===== src/rtl/tick_scheduler_if.sv =====
// Config request port of tick_scheduler: valid/ready handshake carrying
// target channel, divide value and run/stop enable.
interface tick_scheduler_if #(
  parameter int CH_W  = 2,
  parameter int DIV_W = 24
);
  logic             CFG_VALID;
  logic             CFG_READY;
  logic [CH_W-1:0]  CFG_CH;
  logic [DIV_W-1:0] CFG_DIV;
  logic             CFG_EN;

  modport master (output CFG_VALID, CFG_CH, CFG_DIV, CFG_EN, input CFG_READY);
  modport slave  (input CFG_VALID, CFG_CH, CFG_DIV, CFG_EN, output CFG_READY);
endinterface


===== src/rtl/tick_scheduler.sv =====
// Multi-channel clock-enable scheduler: per-channel divide counters with TICK strobe
// and SLOW toggle. Optional SYNC restart input enabled by defining SCHED_SYNC_EN.
module tick_scheduler #(
  parameter int               NUM_CH      = 4,
  parameter int               DIV_W       = 24,
  parameter logic [DIV_W-1:0] DEFAULT_DIV = 24'hFFFFFF
) (
  input  logic              CLOCK,
  input  logic              RESET_N,
`ifdef SCHED_SYNC_EN
  input  logic              SYNC,
`endif
  tick_scheduler_if.slave   cfg,
  output logic [NUM_CH-1:0] TICK,
  output logic [NUM_CH-1:0] SLOW,
  output logic [NUM_CH-1:0] EN_STATUS
);
  localparam int              CH_W     = (NUM_CH > 1) ? $clog2(NUM_CH) : 1;
  localparam logic [CH_W:0]   NUM_CH_C = (CH_W + 1)'(NUM_CH);

  typedef enum logic [1:0] {
    ST_OFF  = 2'd0,
    ST_RUN  = 2'd1,
    ST_PEND = 2'd2
  } ch_state_e;

  ch_state_e          state_r [NUM_CH];
  ch_state_e          state_s [NUM_CH];
  logic [DIV_W-1:0]   cnt_r   [NUM_CH];
  logic [DIV_W-1:0]   cnt_s   [NUM_CH];
  logic [DIV_W-1:0]   div_r   [NUM_CH];
  logic [DIV_W-1:0]   div_s   [NUM_CH];
  logic [NUM_CH-1:0]  tick_r, tick_s;
  logic [NUM_CH-1:0]  slow_r, slow_s;
  logic [NUM_CH-1:0]  en_r, en_s;
  logic [NUM_CH-1:0]  hit_s, wrap_s, apply_s, store_s;
  logic               pend_valid_r, pend_valid_s;
  logic [CH_W-1:0]    pend_ch_r, pend_ch_s;
  logic [DIV_W-1:0]   pend_div_r, pend_div_s;
  logic               pend_en_r, pend_en_s;
  logic               ready_r, ready_s;
  logic               accept_s, ch_ok_s, sync_s;

`ifdef SCHED_SYNC_EN
  assign sync_s = SYNC;
`else
  assign sync_s = 1'b0;
`endif

  assign cfg.CFG_READY = ready_r;
  assign TICK          = tick_r;
  assign SLOW          = slow_r;
  assign EN_STATUS     = en_r;

  // Next-state and output decode for every channel plus the shared pending slot
  always_comb begin
    accept_s     = cfg.CFG_VALID & ready_r;
    ch_ok_s      = ({1'b0, cfg.CFG_CH} < NUM_CH_C);
    pend_valid_s = pend_valid_r;
    pend_ch_s    = pend_ch_r;
    pend_div_s   = pend_div_r;
    pend_en_s    = pend_en_r;
    for (int i = 0; i < NUM_CH; i++) begin
      state_s[i] = state_r[i];
      cnt_s[i]   = cnt_r[i];
      div_s[i]   = div_r[i];
      tick_s[i]  = 1'b0;
      slow_s[i]  = slow_r[i];
      hit_s[i]   = accept_s & ch_ok_s & (cfg.CFG_CH == CH_W'(i));
      wrap_s[i]  = (cnt_r[i] == div_r[i]);
      apply_s[i] = pend_valid_r & (pend_ch_r == CH_W'(i)) & (state_r[i] == ST_PEND);
      store_s[i] = hit_s[i] & (state_r[i] == ST_RUN);
      case (state_r[i])
        ST_OFF: begin
          cnt_s[i] = '0;
          if (hit_s[i]) begin
            div_s[i]   = cfg.CFG_DIV;
            state_s[i] = cfg.CFG_EN ? ST_RUN : ST_OFF;
          end else begin
            state_s[i] = ST_OFF;
          end
        end
        ST_RUN, ST_PEND: begin
          if (sync_s | wrap_s[i]) begin
            // SYNC restarts the phase silently and wins over a same-edge wrap
            cnt_s[i]  = '0;
            tick_s[i] = ~sync_s;
            slow_s[i] = sync_s ? 1'b0 : ~slow_r[i];
            if (apply_s[i]) begin
              div_s[i]     = pend_div_r;
              pend_valid_s = 1'b0;
              if (pend_en_r) begin
                state_s[i] = ST_RUN;
              end else begin
                state_s[i] = ST_OFF;
                slow_s[i]  = 1'b0;
              end
            end else begin
              state_s[i] = ST_RUN;
            end
          end else begin
            cnt_s[i] = cnt_r[i] + DIV_W'(1);
          end
          state_s[i] = store_s[i] ? ST_PEND : state_s[i];
        end
        default: begin
          state_s[i] = ST_OFF;
          cnt_s[i]   = '0;
        end
      endcase
      en_s[i] = (state_s[i] != ST_OFF);
    end
    if (|store_s) begin
      pend_valid_s = 1'b1;
      pend_ch_s    = cfg.CFG_CH;
      pend_div_s   = cfg.CFG_DIV;
      pend_en_s    = cfg.CFG_EN;
    end else begin
      pend_ch_s    = pend_ch_r;
    end
    ready_s = ~pend_valid_s;
  end

  // State and output registers with synchronous active-low reset
  always_ff @(posedge CLOCK) begin
    if (!RESET_N) begin
      for (int i = 0; i < NUM_CH; i++) begin
        state_r[i] <= ST_OFF;
        cnt_r[i]   <= '0;
        div_r[i]   <= DEFAULT_DIV;
      end
      tick_r       <= '0;
      slow_r       <= '0;
      en_r         <= '0;
      pend_valid_r <= 1'b0;
      pend_ch_r    <= '0;
      pend_div_r   <= '0;
      pend_en_r    <= 1'b0;
      ready_r      <= 1'b0;
    end else begin
      for (int i = 0; i < NUM_CH; i++) begin
        state_r[i] <= state_s[i];
        cnt_r[i]   <= cnt_s[i];
        div_r[i]   <= div_s[i];
      end
      tick_r       <= tick_s;
      slow_r       <= slow_s;
      en_r         <= en_s;
      pend_valid_r <= pend_valid_s;
      pend_ch_r    <= pend_ch_s;
      pend_div_r   <= pend_div_s;
      pend_en_r    <= pend_en_s;
      ready_r      <= ready_s;
    end
  end
endmodule


===== src/flat_wrapper.sv =====
// flat-port wrapper written by rule: the top's interface ports become plain ports
module tick_scheduler_flat 
#(
  parameter int               NUM_CH      = 4,
  parameter int               DIV_W       = 24,
  parameter logic [DIV_W-1:0] DEFAULT_DIV = 24'hFFFFFF
)
  (CLOCK, RESET_N, TICK, SLOW, EN_STATUS, cfg_CFG_VALID, cfg_CFG_CH, cfg_CFG_DIV, cfg_CFG_EN, cfg_CFG_READY);
  tick_scheduler_if #(.CH_W(2), .DIV_W(DIV_W)) cfg_i ();
  input  logic CLOCK;
  input  logic RESET_N;
  output logic [NUM_CH-1:0] TICK;
  output logic [NUM_CH-1:0] SLOW;
  output logic [NUM_CH-1:0] EN_STATUS;
  input wire logic [$bits(cfg_i.CFG_VALID)-1:0] cfg_CFG_VALID;
  input wire logic [$bits(cfg_i.CFG_CH)-1:0] cfg_CFG_CH;
  input wire logic [$bits(cfg_i.CFG_DIV)-1:0] cfg_CFG_DIV;
  input wire logic [$bits(cfg_i.CFG_EN)-1:0] cfg_CFG_EN;
  output wire logic [$bits(cfg_i.CFG_READY)-1:0] cfg_CFG_READY;
  assign cfg_i.CFG_VALID = cfg_CFG_VALID;
  assign cfg_i.CFG_CH = cfg_CFG_CH;
  assign cfg_i.CFG_DIV = cfg_CFG_DIV;
  assign cfg_i.CFG_EN = cfg_CFG_EN;
  assign cfg_CFG_READY = cfg_i.CFG_READY;
  tick_scheduler #(.NUM_CH(NUM_CH), .DIV_W(DIV_W), .DEFAULT_DIV(DEFAULT_DIV)) u_core (.CLOCK(CLOCK), .RESET_N(RESET_N), .cfg(cfg_i), .TICK(TICK), .SLOW(SLOW), .EN_STATUS(EN_STATUS));
endmodule

===== config.mk =====
export PLATFORM = sky130hd
export DESIGN_NAME = tick_scheduler_flat
export DESIGN_NICKNAME = d
export VERILOG_FILES = /design/src/rtl/tick_scheduler_if.sv /design/src/rtl/tick_scheduler.sv /design/src/flat_wrapper.sv
export SDC_FILE = /design/constraint.sdc
export NUM_CORES = 1
export LEC_CHECK = 0
export CORE_MARGIN = 4
export CORE_UTILIZATION = 41
export DETAILED_ROUTE_END_ITERATION = 8
export DONT_BUFFER_PORTS = 1
export HOLD_SLACK_MARGIN = 0.15
export SLEW_MARGIN = 20
export SYNTH_ARGS = -nofsm -noshare
export SYNTH_HDL_FRONTEND = slang
export SYNTH_SLANG_ARGS = --single-unit

===== constraint.sdc =====
create_clock -name CLOCK -period 2.4 [get_ports CLOCK]
set_input_delay 0.48 -clock CLOCK [delete_from_list [all_inputs] [get_ports CLOCK]]
set_output_delay 0.48 -clock CLOCK [all_outputs]
set_load 0.05 [all_outputs]

* Yosys cells after proc, flatten, opt, wreduce, memory -nomap -nowiden
Memory sizes are Yosys's and may differ from the RTL's. Index checks and enable logic that the tools add are counted.
Operators by class: add/subtract/negate cells 4, equal/unequal tests 18, mux-type cells 85, bitwise operators 34, reductions and logical operators 23
Operator list (count):
- 2-to-1 mux 24 bit | 28
- case mux 24 bit (2 select lines) | 4
- adder 24 x 1 -> 24 bit, second input constant | 4
- == test 24 bit | 4
- 2-to-1 mux 2 bit | 19
- 2-to-1 mux 1 bit | 30
- AND 1 bit | 17
- == test 2 bit, second input constant | 8
- case mux 2 bit (2 select lines) | 4
- AND reduction 2 bit | 8
- == test 2 x 1 -> 1 bit, second input constant | 6
- logical NOT 2 bit | 6
- bitwise OR 1 bit | 12
- nonzero test 2 bit | 4
- OR reduction 2 bit | 4
- inverter 1 bit | 5
- OR reduction 4 bit | 1
Word-level totals: flip-flop bits (word level) 41, bits in writable memories 200, input bits 30, output and inout bits 13, word-level logic and storage cells 181, memories kept 3
Memories:
- u_core.cnt_r | depth 4, width 24, read ports 4, clocked after memory_dff 0, write ports 4, line tick_scheduler.sv:29 | logic [DIV_W-1:0] cnt_r [NUM_CH];
- u_core.div_r | depth 4, width 24, read ports 4, clocked after memory_dff 0, write ports 4, line tick_scheduler.sv:31 | logic [DIV_W-1:0] div_r [NUM_CH];
- u_core.state_r | depth 4, width 2, read ports 4, clocked after memory_dff 0, write ports 4, line tick_scheduler.sv:27 | ch_state_e state_r [NUM_CH];

* Depth between registers and ports, before layout
Gate-level depths: netlist of the first run.
word-level depth 17, gate-level depth with buffers 9, gate-level depth less buffers 8

* Least setup slack after synthesis of the first run
OpenSTA, ideal clock, no wires.
path type flip-flop to flip-flop, start register u_core.ready_r (netlist: u_core.cfg.CFG_READY), end register u_core.pend_div_r[1], setup time 0.128 ns, data arrival time 2.042 ns, required time 2.272 ns, setup slack 0.230 ns, stages on the path, launching flop included 9, path buffers 2, clock period less this slack 2.170 ns, path through dfxtp_1 > and3b_1 > nor2b_1 > nand2_1 > nand4_1 > buf_2 > buf_2 > mux2i_1 > nor2_1
On the way: longest elaborated chain between the ends 4, elaborated cells on any way between the ends 10, those cells by class 9 x bitwise; 1 x reduce/logical
RTL lines:
- from (decl) | line tick_scheduler.sv:41 | logic ready_r, ready_s;
- from (signal assigned) | line tick_scheduler.sv:153 | ready_r <= ready_s;
- AND 1 bit (*) | line tick_scheduler.sv:57 | accept_s = cfg.CFG_VALID & ready_r;
- AND 1 bit | line tick_scheduler.sv:69 | hit_s[i] = accept_s & ch_ok_s & (cfg.CFG_CH == CH_W'(i));
- AND 1 bit | line tick_scheduler.sv:72 | store_s[i] = hit_s[i] & (state_r[i] == ST_RUN);
- OR reduction 4 bit (*) | line tick_scheduler.sv:113 | if (|store_s) begin
- to (signal assigned) | line tick_scheduler.sv:151 | pend_div_r <= pend_div_s;
- to (decl) | line tick_scheduler.sv:39 | logic [DIV_W-1:0] pend_div_r, pend_div_s;
Mark *: on every way between the ends. The rest lies on a longest branch, timed or not. A chain may end at the register's enable or synchronous reset.

==> impl_metrics.toml, run 1 <==
[outcome]
status = "finished, final reports clean"

[grt]
grt_max_degree = 103
grt_pass1_wl_um = 51700
globalRouteMet3Util_pct = 3.33
grtUsageMet1_pct = 28.1
grt_util_all_layers_pct = 20.2
grt_pass1_vias = 9071
grt-busiest-layer = "met2"
antenna_found_initial = 0
met2_usage_pct = 32.8
grt_overflow = 0

[timing]
hold_viol = 0
max_freq_mhz = 441
tightest_slew_ns = 0.630
fin_setup_tns_ns = 0
slew_headroom_pct = 57.9
final.min_clock_period_ns = 2.27
rsz0062_at_grt = "true"
finalHoldWorstSlack_ns = 0.189
post-route-period-util_pct = 94.6
fin_ws_ns = 0.131
final-setup-viol-count = 0
final_max_slew_viol_count = 0
clock_skew_ns = 0.00833

[placed_design]
routabilityCongestion = 0.819
dpl_worst_slack_ns = 0.0342
port_buffers = 0
hpwl_um = 22300

[finish]
final_util_pct = 48.2
syn2layout_area_growth_pct = 15.6
final_nets = 1369
drive_gt1_share_pct = 9.93
n_antenna_cell = 0
final_cell_mix = "dfxtp_1 (241), nor2_1 (166), xor2_1 (129)"
layout_commonest_cell = "dfxtp_1"

[synth]
synth_seq_cells = 241
ys_warn_count = 0
syn-num-nets = 1363
ys_seq_area_share_pct = 40.1
synth_area_leaders = "dfxtp_1 (40%), xor2_1 (9.4%), mux2i_1 (8.3%)"
synth_edf_count = 0
syn-instance-count = 1313
synth_top_area_share_pct = 40.1
synth_area_um2 = 12000
yosysUniqueCellTypes = 50
yosysTopAreaCell = "dfxtp_1"
synth-main-ff-cell = "dfxtp_1"
avgSynthCellArea_um2 = 9.16
async_flop_share_pct = 0

[floorplanning]
fp.dieH_um = 179
dieArea_um2 = 32100
die_w_um = 179
start_util_pct = 41.7
io_pins = 43
fp-row-count = 62
core_area_um2 = 28900

[hold_path]
hold_class = "in2reg"

[clock_tree]
cts_tree = "done"
cts_made_buffers = 27
postCtsSetupRepairBufs = 0
cts-root-buf = "clkbuf_16"
clk_pin_slew_worst_paths_ns = 0.06
clock_latency_ns = 0.53
cts_max_level = 1
cts_num_sinks = 241
clock_path_buffers = 3

[detailed_routing]
via_per_inst = 5.56
vias = 9583
routed_wl_um = 33100
drtPass1Iterations = 5
wl_per_cell_um = 19.2
ant_nets = 0
drt_iter0_markers = 748
drt_drc_violations_left = 0

[power_and_ir_drop]
power_frac_seq_pct = 47.1
p_per_area_nw_per_um2 = 625
power_frac_clock_pct = 48.5
p_switching_mw = 1.93
p_int_mw = 6.75
p_leak_nw = 4.18
comb_power_share_pct = 4.4
peakVddDrop_uv = 550
swShare_pct = 22.3

[worst_setup_path]
startpoint_type = "flip-flop"
setup.worst_path.end_class = "flip-flop"
required_ns = 2.85
critPathMaxFanout = 7
criticalPathCategory = "reg2reg"
cp.arrival_ns = 2.72

[flow_run]
maxCapViolations = 0
[cell type report]
| class | instances | area [um^2] |
|---|---|---|
| tap | 384 | 480 |
| timing repair buffer | 70 | 783 |
| clock inverter | 11 | 139 |
| inverter | 24 | 91.3 |
| clock buffer | 38 | 767 |
| sequential | 241 | 4820 |
| fill | 2772 | 15000 |
| multi-input combinational | 955 | 6820 |
[power groups by stage]
stage / clock network (mW) / registers, mW / logic (mW)
4_1_cts: 4.29 / 4.09 / 0.381
3_3_place_gp: 0 / 4.18 / 0.308
5_1_grt: 4.44 / 4.09 / 0.413
6_report: 4.21 / 4.09 / 0.384
3_5_place_dp: 0 / 4.18 / 0.308
2_1_floorplan: 0 / 4.17 / 0.241
[final timing paths]
kind,slack (ns),startpoint,end,depth (start not counted)
worst min-delay path,0.19,RESET_N,u_core.TICK[3]$_SDFF_PN0_,2
worst max register to register,0.13,u_core.div_r[1][10]$_SDFFE_PN1P_,u_core.SLOW[1]$_SDFFE_PN0P_,6
worst min register to register,0.47,u_core.cnt_r[3][0]$_SDFF_PP0_,u_core.cnt_r[3][0]$_SDFF_PP0_,1
worst max-delay path,0.13,u_core.div_r[1][10]$_SDFFE_PN1P_,u_core.SLOW[1]$_SDFFE_PN0P_,6
[Yosys cell counts, drive strengths merged (30+ instances only)]
cell    number
a211oi      72
a21oi       37
a41oi       72
buf         33
clkbuf      60
dfxtp      241
mux2i      100
nand2       53
nand3       38
nand4       30
nor2       166
nor3        34
o21ai       31
xnor2       55
xor2       129
[through the flow]
| stage | power [mW] | instance area [um^2] | instances |
|---|---|---|---|
| detailed placement | 4.49 | 12700 | 1648 |
| floorplan | 4.41 | 12000 | 1313 |
| CTS | 8.76 | 13900 | 1723 |
| finish | 8.69 | 13900 | 1723 |
| global placement | 4.49 | 12700 | 1648 |
| global route | 8.94 | 13900 | 1723 |
[flip-flops by register name (all words and copies together) (netlist names)]
signal                cells
u_core.state_r            8
u_core.EN_STATUS          4
u_core.pend_div_r        24
u_core.cfg.CFG_READY      1
u_core.TICK               4
u_core.SLOW               4
u_core.pend_en_r          1
u_core.div_r             96
u_core.pend_valid_r       1
u_core.cnt_r             96
u_core.pend_ch_r          2
[cell families (layout without fill, tap and decap cells)]
kind of cell,after synthesis,in the layout,synth area share [%]
mux,126,126,10.8
compound gates,231,231,13.8
buf+inv,117,143,4.13
flops,241,241,40.1
simple gates,394,394,15.7
xor+xnor,184,184,13.4
fa+ha+maj,20,20,2.08
[critical path, cell delays in order, from the launching register on]
cell and delay (ns):
dfxtp_1 0.35, xor2_1 0.17, nor4_1 0.32, nand4_1 0.33
or2_1 0.39, or4b_1 0.49, a21oi_1 0.14
[layer usage]
metal | routed length (um) | part of all wire (%) | vias up
met2 | 15300 | 46 | 202
li1 | - | - | 4762
met4 | 923 | 2.8 | 0
met5 | 0 | 0 | -
met1 | 15200 | 46 | 4564
met3 | 1690 | 5.1 | 55
[repair_timing]
action,4_1_cts,5_1_grt
hold buffers,26,0
hold endpoints to repair,131,0
setup endpoints to repair,0,26
resized for setup,0,7
(Power assumes the default switching activity.)
==> run 2, diff against run 1 <==
CORE_UTILIZATION = 55   (was 41)
PLACE_DENSITY = 0.7   (was default)
SKIP_LAST_GASP = 1   (was default)
==> run 2 against run 1 <==
  * Critical endpoint is now u_core.pend_valid_r$_SDFF_PN0_
  * Flip-flop and latch count unchanged
  * Sequential power barely moved
  * Via count rose by 2.0%
  * Non-clock buffer count decreased by 8
  * Clock skew increased by 0.027 ns
  * Clock power shrank 11%
  * Worst hold slack worse by 0.0089 ns
  * Global-route usage grew 5.6 points
  * Die area is 24% lower
  * Design area decreased by 2.4%
  * Wire length is 4.0% lower
  * Critical path type unchanged
  * Combinational power down 1%
==> impl_metrics.toml, run 2 (synthesis gave the netlist of run 1 again) <==
[outcome]
status = "finished, final reports clean"

[placed_design]
hpwl_um = 21300
routabilityCongestion = 0.937
place_area_um2 = 12400
port_buffers = 0

[worst_setup_path]
crit_buf_inv = 1
crit_chain = "xor2_1 > nor4_1 > nand4_1 > buf_4 > or2_2 > nor3_1 > o41ai_1"
r2r_slack_ns = 0.13
slowest_stage = "dfxtp_1"
slowest_delay_ns = 0.47
critPathMaxFanout = 6
cp-startpoint = "u_core.cnt_r[2][6]$_SDFF_PP0_"
endpoint = "u_core.pend_valid_r$_SDFF_PN0_"
cp.arrival_ns = 2.66
required_ns = 2.79
path_delay_family = "simple AND/OR/NAND/NOR gates"
setup.worst_path.end_class = "flip-flop"
cp.depth = 7
r2r_start = "u_core.cnt_r[2][6]$_SDFF_PP0_"
ff2ff_path_depth = 7
r2r_end = "u_core.pend_valid_r$_SDFF_PN0_"
startpoint_type = "flip-flop"
criticalPathCategory = "reg2reg"

[finish]
n_antenna_cell = 0
largestRegisters = "u_core.cnt_r: 96 flops, u_core.div_r: 96 flops, u_core.pend_div_r: 24 flops"
seq_area_um2 = 4820
fin_area_um2 = 13600
syn2layout_area_growth_pct = 12.8
layout_commonest_cell = "dfxtp_1"
fill_cells = 1732
final_cell_mix = "dfxtp_1 (241), nor2_1 (166), xor2_1 (129)"
drive_gt1_share_pct = 8.90
final_nets = 1360
multi_input_area_um2 = 6810

[grt]
grt_max_degree = 104
grt_pass1_wl_um = 50900
grt_pass1_vias = 9470
antenna_found_initial = 0
grt_overflow = 0
grt_util_all_layers_pct = 25.8

[detailed_routing]
vias = 9771
drt_drc_violations_left = 0
routed_wl_um = 31800
ant_nets = 0
wl_per_cell_um = 19.8
via_per_inst = 6.10
drt_iter0_markers = 885
drtPass1Iterations = 5

[timing]
final_max_slew_viol_count = 0
slew_headroom_pct = 49.3
clock_skew_ns = 0.0350
tightest_slew_ns = 0.761
max_freq_mhz = 441
rsz0062_at_grt = "false"
fin_setup_tns_ns = 0
final-setup-viol-count = 0
hold_viol = 0
final.min_clock_period_ns = 2.27
post-route-period-util_pct = 94.5

[floorplanning]
start_util_pct = 56.5
fp.dieH_um = 156
dieArea_um2 = 24300
fp-row-count = 53
core_area_um2 = 21300
io_pins = 43
die_w_um = 156

[flow_run]
maxCapViolations = 0

[clock_tree]
cts_made_buffers = 26
cts_num_sinks = 241
clock_latency_ns = 0.55
cts-root-buf = "clkbuf_16"
cts_tree = "done"
clock_path_buffers = 3
clk_pin_slew_worst_paths_ns = 0.06
cts_max_level = 1

[power_and_ir_drop]
power.total_mw = 8.22
peakVddDrop_uv = 536
p_per_area_nw_per_um2 = 606
p_leak_nw = 4.06

[hold_path]
hold_class = "in2reg"
==> run 2: cell types whose count changed in the layout (fill, tap and decap cells not counted), sizes merged <==
cell / delta
buf: -9
clkbuf: -4
clkinv: +3
bufinv: -2
clkinvlp: -2
dlygate4sd3: +1
==> run 2: metal layers <==
layer	track usage [%]	share of wire, %
met1	35.5	45
met2	41.5	46
met3	5.46	6.1
met4	6.67	2.6
met5	0	0
==> run 2: cell type report <==
cell class / instances / area share (%)
flip-flops and latches: 241 / 35.6
clock buffers: 34 / 5.17
well taps: 275 / 2.54
multi-input cells: 955 / 50.2
clock inverters: 10 / 0.636
repair buffers: 62 / 5.25
inverters: 24 / 0.673
==> run 2: metrics by stage <==
step | instances | util (%) | hold WS (ns) | setup slack, ns
2_1_floorplan | 1313 | - | 0.436 | 0.230
3_3_place_gp | 1526 | 58.3 | 0.453 | 0.156
3_5_place_dp | 1526 | 58.3 | 0.461 | 0.0926
4_1_cts | 1599 | 63.4 | 0.163 | 0.0911
5_1_grt | 1601 | 63.7 | 0.182 | 0.0440
6_report | 1601 | 63.7 | 0.180 | 0.133
==> run 2: timing repair <==
action | CTS | global route
setup buffers | 2 | 1
pin swaps | 1 | 1
hold endpoints to repair | 131 | 0
gates resized for setup | 0 | 5
cloned | 0 | 0
hold buffers | 27 | 0
setup endpoints to repair | 2 | 39
==> run 2: worst min-delay path by stage <==
stage,start,to,slack [ns],cells after the start
after global routing,cfg_CFG_EN,u_core.state_r[0][2]$_SDFF_PN0_,0.18,2
after global placement,u_core.cnt_r[3][0]$_SDFF_PP0_,u_core.cnt_r[3][0]$_SDFF_PP0_,0.45,1
after detailed placement,u_core.cnt_r[3][0]$_SDFF_PP0_,u_core.cnt_r[3][0]$_SDFF_PP0_,0.46,1
after floorplan,u_core.cnt_r[3][0]$_SDFF_PP0_,u_core.cnt_r[3][0]$_SDFF_PP0_,0.44,1
final,RESET_N,u_core.state_r[0][4]$_SDFF_PN0_,0.18,2
after CTS,RESET_N,u_core.state_r[0][4]$_SDFF_PN0_,0.16,2
==> run 2: power by group <==
part	total [mW]	leakage, nW	switching, mW	internal (mW)
clock network	3.75	0.394	1.60	2.15
logic	0.380	1.72	0.220	0.160
registers	4.09	1.95	0.0417	4.05
